[src/rtl/char_console_ctrl.sv]
// Character console write sequencer: turns an ASCII/control byte stream into character RAM writes.
// Optional TAB expansion (0x09 to next multiple of 8) is compiled in with `define CONSOLE_TAB_EN.
module char_console_ctrl #(
  parameter int unsigned COLS      = 100,
  parameter int unsigned ROWS      = 100,
  parameter logic [7:0]  FILL_CHAR = 8'h20
) (
  input  logic        clk,
  input  logic        rst,
  input  logic        s_valid,
  input  logic [7:0]  s_data,
  output logic        s_ready,
  output logic        wea,
  output logic [13:0] addra,
  output logic [7:0]  dia,
  output logic [6:0]  cursor_col,
  output logic [6:0]  cursor_row,
  output logic        busy
);

  localparam logic [6:0]  ColLast  = 7'(COLS - 1);
  localparam logic [6:0]  RowLast  = 7'(ROWS - 1);
  localparam logic [13:0] RowStep  = 14'(COLS);
  localparam logic [13:0] LineLast = 14'(COLS - 1);
  localparam logic [13:0] AddrLast = 14'(COLS * ROWS - 1);

  localparam logic [7:0] ChBs  = 8'h08;
  localparam logic [7:0] ChTab = 8'h09;
  localparam logic [7:0] ChLf  = 8'h0a;
  localparam logic [7:0] ChFf  = 8'h0c;
  localparam logic [7:0] ChCr  = 8'h0d;

`ifdef CONSOLE_TAB_EN
  typedef enum logic [1:0] {StIdle, StClrLine, StClrAll, StTabFill} state_e;
`else
  typedef enum logic [1:0] {StIdle, StClrLine, StClrAll} state_e;
`endif

  state_e      state;
  logic [6:0]  col;
  logic [6:0]  row;
  logic [13:0] row_base;
  logic [13:0] clr_idx;

  logic        printable;
  logic        at_line_end;
  logic        wrap;
  logic        at_tab_stop;
  logic [6:0]  next_row;
  logic [13:0] next_base;
  logic [13:0] cur_addr;

  // row_base tracks row*COLS incrementally so no multiplier is needed.
  always_comb begin
    printable   = (s_data >= 8'h20) && (s_data <= 8'h7e);
    at_line_end = (col == ColLast);
    wrap        = (row == RowLast);
    at_tab_stop = (col[2:0] == 3'd7);
    next_row    = wrap ? 7'd0 : row + 7'd1;
    next_base   = wrap ? 14'd0 : row_base + RowStep;
    cur_addr    = row_base + {7'd0, col};
  end

  always_ff @(posedge clk) begin
    if (rst) begin
      state    <= StIdle;
      col      <= 7'd0;
      row      <= 7'd0;
      row_base <= 14'd0;
      clr_idx  <= 14'd0;
      wea      <= 1'b0;
      addra    <= 14'd0;
      dia      <= FILL_CHAR;
    end else begin
      wea <= 1'b0;
      case (state)
        StIdle: begin
          if (s_valid) begin
            if (printable) begin
              wea   <= 1'b1;
              addra <= cur_addr;
              dia   <= s_data;
              if (at_line_end) begin
                col      <= 7'd0;
                row      <= next_row;
                row_base <= next_base;
                clr_idx  <= 14'd0;
                state    <= StClrLine;
              end else begin
                col <= col + 7'd1;
              end
            end else begin
              case (s_data)
                ChLf: begin
                  col      <= 7'd0;
                  row      <= next_row;
                  row_base <= next_base;
                  clr_idx  <= 14'd0;
                  state    <= StClrLine;
                end
                ChCr: col <= 7'd0;
                ChBs: begin
                  if (col != 7'd0) begin
                    col   <= col - 7'd1;
                    wea   <= 1'b1;
                    addra <= cur_addr - 14'd1;
                    dia   <= FILL_CHAR;
                  end
                end
                ChFf: begin
                  col      <= 7'd0;
                  row      <= 7'd0;
                  row_base <= 14'd0;
                  clr_idx  <= 14'd0;
                  state    <= StClrAll;
                end
`ifdef CONSOLE_TAB_EN
                // The first skipped cell is written on the accepting edge.
                ChTab: begin
                  wea   <= 1'b1;
                  addra <= cur_addr;
                  dia   <= FILL_CHAR;
                  if (at_line_end) begin
                    col      <= 7'd0;
                    row      <= next_row;
                    row_base <= next_base;
                    clr_idx  <= 14'd0;
                    state    <= StClrLine;
                  end else if (at_tab_stop) begin
                    col <= col + 7'd1;
                  end else begin
                    col   <= col + 7'd1;
                    state <= StTabFill;
                  end
                end
`endif
                default: ;
              endcase
            end
          end
        end

        StClrLine: begin
          wea   <= 1'b1;
          addra <= row_base + clr_idx;
          dia   <= FILL_CHAR;
          if (clr_idx == LineLast) begin
            state <= StIdle;
          end else begin
            clr_idx <= clr_idx + 14'd1;
          end
        end

        StClrAll: begin
          wea   <= 1'b1;
          addra <= clr_idx;
          dia   <= FILL_CHAR;
          if (clr_idx == AddrLast) begin
            state <= StIdle;
          end else begin
            clr_idx <= clr_idx + 14'd1;
          end
        end

`ifdef CONSOLE_TAB_EN
        StTabFill: begin
          wea   <= 1'b1;
          addra <= cur_addr;
          dia   <= FILL_CHAR;
          if (at_line_end) begin
            col      <= 7'd0;
            row      <= next_row;
            row_base <= next_base;
            clr_idx  <= 14'd0;
            state    <= StClrLine;
          end else if (at_tab_stop) begin
            col   <= col + 7'd1;
            state <= StIdle;
          end else begin
            col <= col + 7'd1;
          end
        end
`endif

        default: state <= StIdle;
      endcase
    end
  end

  assign s_ready    = (state == StIdle) && !rst;
  assign busy       = (state != StIdle);
  assign cursor_col = col;
  assign cursor_row = row;

endmodule

[config.mk]
export PLATFORM = sky130hd
export DESIGN_NAME = char_console_ctrl
export DESIGN_NICKNAME = d
export VERILOG_FILES = /design/src/rtl/char_console_ctrl.sv
export SDC_FILE = /design/constraint.sdc
export NUM_CORES = 1
export LEC_CHECK = 0
export CAP_MARGIN = 0
export CORE_MARGIN = 10
export CORE_UTILIZATION = 55
export DETAILED_ROUTE_END_ITERATION = 16
export GPL_TIMING_DRIVEN = 0
export PLACE_DENSITY = 0.8
export SYNTH_ARGS = -nofsm -noshare
export SYNTH_HDL_FRONTEND = slang
export SYNTH_SLANG_ARGS = --single-unit
[constraint.sdc]
create_clock -name clk -period 7.58 [get_ports clk]
set_input_delay 1.137 -clock clk [delete_from_list [all_inputs] [get_ports clk]]
set_output_delay 1.137 -clock clk [all_outputs]
set_load 0.01 [all_outputs]
# == Word-level counts from Yosys, hierarchy flattened ==
# Cells that the tools add are included.
# classes
addsub,8
n_mul,0
n_div,0
n_lt_le_gt_ge,2
eq_ne,22
shift,0
mux,41
bitwise_logic,0
reduce_logical,19
# op_table
cell,count
$mux W14,13
$pmux W14 S3,2
$mux W7,6
$eq A8 B4 Y1 const B,4
$mux W8,4
$pmux W14 S2,1
$pmux W7 S2,2
$pmux W8 S2,1
$reduce_and A4 Y1,4
$add A14 B1 Y14 const B,1
$add A14 B14 Y14,1
$add A14 B7 Y14,1
$add A14 B7 Y14 const B,1
$add A7 B1 Y7 const B,2
$eq A14 B14 Y1 const B,1
$eq A14 B7 Y1 const B,1
$eq A7 B7 Y1 const B,2
$sub A14 B1 Y14 const B,1
$ne A3 B3 Y1 const B,4
$mux W2,5
$ne A2 B2 Y1 const B,5
$reduce_bool A3 Y1,3
$ge A8 B6 Y1 const B,1
$le A8 B7 Y1 const B,1
other kinds (19),25
# word_totals
ff_bits,67
latch_bits,0
ramBits,0
mem_bits_ro,0
output_inout_bits,39
n_memories,0

# == Depth between registers and ports, before layout ==
# depth
ltp_word,7
depth_mapped,12

# == Worst setup path before layout ==
# OpenSTA, ideal clock, no wires.
# synth_timing
kind,input-to-reg
from,input port s_data[2]
to,register addra[11]
setup_time_ns,0.101
arrival_ns,3.212
slack_ns,4.267
cell_stages,9
cell_sequence,clkbuf_1 > nand3_1 > o221ai_1 > and4_1 > nor4b_1 > a21boi_0 > nand2b_1 > mux2i_1 > o41ai_1
# synth_via
elab_chain_cells,5
word_cells_on_any_way,10
cone_classes,order compare (2); eq/ne (3); mux (3); reduce/logical (2)
# synth_lines
element,line,rtl
"start, declared",11,"input logic [7:0] s_data,"
$ge A8 B6 Y1 or $le A8 B7 Y1 (tied branches),55,printable = (s_data >= 8'h20) && (s_data <= 8'h7e);
$logic_and A1 B1 Y1,55,
$mux W14,79,if (printable) begin
$mux W14,78,if (s_valid) begin
$pmux W14 S3,76,case (state)
"end signal, assigned",81,addra <= cur_addr;
"end signal, assigned",106,addra <= cur_addr - 14'd1;
"end signal, assigned",145,addra <= row_base + clr_idx;
"end, declared",14,"output logic [13:0] addra,"
# Several ways; a longest one is shown, not always the timed one. The select of a mux whose other input is x is not followed.
# A chain may end at the register's enable or synchronous reset.

# == Worst setup path after layout ==
# layout_timing
from,input port s_data[6]
to,register addra[7]
# The elaborated chain is that of the path after synthesis.

==> run_results.csv <==
group,metric,value,unit
floorplan,die_h,114.3,µm
logic_synthesis,synth_nets,690,
pwr,cellPowerDensity,163.4,nW/µm²
route,drt-vias-per-instance,6.285,
logic_synthesis,ys_warn_count,0,
clock_network,cts_resized,0,
logic_synthesis,synth_edf_count,0,
clock_network,numCtsBuffers,9,
route,first_iter_violations,443,
logic_synthesis,syn_inst,647,
sta,whs,0.4530,ns
pwr,leakagePower,2.105,nW
grt,grt_use_met2,0.3554,
setup_path,cp.required,7.87,ns
pwr,seq_power_share,0.403,
logic_synthesis,synthArstFlopShare,0,
placement,place_inst,801,
placement,gp_congestion,0.9286,
clock_network,cts_hold_buf,0,
sta,layout_min_cycle_time,3.921,ns
logic_synthesis,yosysUniqueCellTypes,63,
logic_synthesis,synth.top_cell.area_share,0.2741,
flow_run,drv_cap,0,
grt,grt-ovfl-total,0,
setup_path,cp-end-kind,"register",
final_layout,area_growth,17.08,%
grt,grt_start_max_net_pins,13,
pwr,p_int,0.0006602,W
grt,grt_busiest_layer,"met2",
min_path,min_path_type,"reg2reg",
grt,grt_antenna_before_repair,0,
floorplan,rows,34,
clock_network,h-tree-depth,3,
grt,gr-usage-met3,0.04822,
sta,fin_ws,3.659,ns
route,vias,5135,
sta,clock.fmax,255.1,MHz
sta,rsz0062_at_grt,"no",
clock_network,cts.reportedPaths.clkPinSlew,0.08,ns
logic_synthesis,syn_area_per_cell,7.563,µm²
final_layout,n_fill_cell,778,
placement,dp_slack,3.396,ns
floorplan,dieArea,13070,µm²
floorplan,io_pins,50,
floorplan,design.core.area,8678,µm²
grt,met1_usage,0.3074,
sta,worst_pin_slew,0.7289,ns
logic_synthesis,synthFlopType,"dfxtp_1",
sta,hold_viol,0,
logic_synthesis,synth_largest_area_cell,"dfxtp_1",
route,drtAntennaViolNets,0,
final_layout,instances_no_fill,817,
route,firstDrtPassIters,5,
setup_path,cp.arrival,4.21,ns
setup_path,cpPeakStageDelay,0.65,ns
route,wl_per_cell,18.27,µm
setup_path,ff2ff_setup_slack,3.91,ns
pwr,netSwitchingPower,0.0002763,W
clock_network,cts.sinks,67,
final_layout,drive_gt1_frac,0.04090,
final_layout,layout_common_cells,"68 x nor2_1, 67 x dfxtp_1, 62 x nand2_1",
clock_network,cts_setup_buffers,0,
pwr,pwr-share-clk,0.391,
sta,slew_viol_final,0,
clock_network,cts_tree,"yes",
clock_network,clk_latency,0.35,ns
pwr,switching_share,0.2950,
sta,setup_viol_count_final,0,
final_layout,finish.utilization,0.6602,
logic_synthesis,synthTopCellsByArea,"dfxtp_1 27%, ha_1 7.7%, a21oi_1 5.5%, nor2_1 5.2%, nand2_1 4.8%",
final_layout,fin_nets,747,
pwr,peakVddDrop,0.00009360,V
logic_synthesis,ys_ff_latch,67,
setup_path,crit_top_cell,"a21oi_1",
grt,grt_use_total,0.2290,
clock_network,cts-root-buf,"clkbuf_8",
route,drc_errors,0,
logic_synthesis,yosysSeqAreaShare,0.2741,
floorplan,die_x,114.3,µm
sta,skew,0.008123,ns
sta,fin_crit_sh,0.5172,
sta,slew_headroom,0.5099,
setup_path,crit_chain,"clkdlybuf4s50_1 -> nor4_1 -> nand3b_1 -> o41ai_1 -> nand2_1 -> a21oi_1 -> clkbuf_1 -> o211ai_1 -> a21oi_1",
floorplan,initial_core_util,0.5639,
clock_network,clockBufferDepth,2,
pwr,combPwrFrac,0.206,
setup_path,crit_type,"in2reg",
status,outcome,"complete, no violations",
sta,finalSetupTns,0,ns
placement,dpl.hpwl,11540,µm
setup_path,crit_slowest_cell,"o41ai_1",
setup_path,critical_path_peak_fanout,10,
final_layout,diodes,0,
setup_path,crit_path_start_kind,"primary input",
route,wirelength,14930,µm
grt,grt_pass1_wl,24500,µm
placement,portBuffers,46,
grt,grt_pass1_vias,4819,
logic_synthesis,synth_area,4893,µm²
final_layout,final_common_cell,"nor2_1",
## registers in the layout, summed over array words and instances (netlist names)
| name | count |
|---|---|
| cursor_col | 7 |
| wea | 1 |
| dia | 8 |
| clr_idx | 14 |
| row_base | 14 |
| state | 2 |
| cursor_row | 7 |
| addra | 14 |
## cells in the mapped netlist (6+ instances only)
library cell / n
clkbuf_1: 30
a211oi_1: 16
ha_1: 30
nand2b_1: 7
nand2_1: 62
dfxtp_1: 67
o21ai_0: 40
a22oi_1: 8
nor4_1: 7
xor2_1: 22
nand3_1: 25
xnor2_1: 23
nor2_1: 68
o211ai_1: 8
or3_1: 15
a21oi_1: 54
a21o_1: 6
nand4_1: 12
mux2i_1: 7
nor3_1: 20
inv_1: 25
## power groups by stage
stage,Sequential [W],Clock [W],Combinational (W)
floorplan,0.000387,0,0.000114
global placement,0.000384,0,0.000185
detailed placement,0.000385,0,0.000190
CTS,0.000377,0.000372,0.000191
global route,0.000379,0.000386,0.000213
finish,0.000377,0.000366,0.000193
## critical path: cells and delay by family
kind,cells,cell delay [ns]
AND/OR/NAND/NOR,3,0.80
buffers and inverters,2,0.91
AO/OA/AOI/OAI,4,1.35
## path summary, 6_finish.rpt
path,start,endpoint,depth (start not counted)
min,dia[3]$_SDFFE_PP0P_,dia[3]$_SDFFE_PP0P_,2
min reg2reg,dia[3]$_SDFFE_PP0P_,dia[3]$_SDFFE_PP0P_,2
max reg2reg,cursor_col[0]$_SDFFE_PP0P_,addra[10]$_SDFFE_PP0P_,10
max,s_data[6],addra[7]$_SDFFE_PP0P_,9
## final cells by class
cell class,instances,area [µm²],area share
repair buffers,46,460.4,0.08037
plain buffers,35,148.9,0.02599
multi-input cells,520,3309,0.5776
clock inverters,7,116.4,0.02031
well taps,108,135.1,0.02359
clock buffers,9,123.9,0.02162
flip-flops and latches,67,1341,0.2341
inverters,25,93.84,0.01638
## routing by layer
layer	share of wire	wire length, µm
met4	0.022	327
met3	0.068	1015
met2	0.44	6641
met1	0.47	6941
met5	0	0
## logic make-up after synthesis
| logic type | Yosys count | share of synthesized area |
|---|---|---|
| compound gates | 188 | 0.2496 |
| xor+xnor | 45 | 0.08054 |
| flops | 67 | 0.2741 |
| mux | 7 | 0.01432 |
| fa+ha+maj | 32 | 0.08489 |
| simple gates | 248 | 0.2470 |
| buf+inv | 60 | 0.04960 |
## stage by stage
| step | area (µm²) | total power, W |
|---|---|---|
| 4_1_cts | 5729 | 0.0009390 |
| 6_report | 5729 | 0.0009364 |
| 2_1_floorplan | 4893 | 0.0005012 |
| 5_1_grt | 5729 | 0.0009776 |
| 3_3_place_gp | 5489 | 0.0005694 |
| 3_5_place_dp | 5489 | 0.0005746 |
Note: power is estimated with default switching activity, not from simulation.
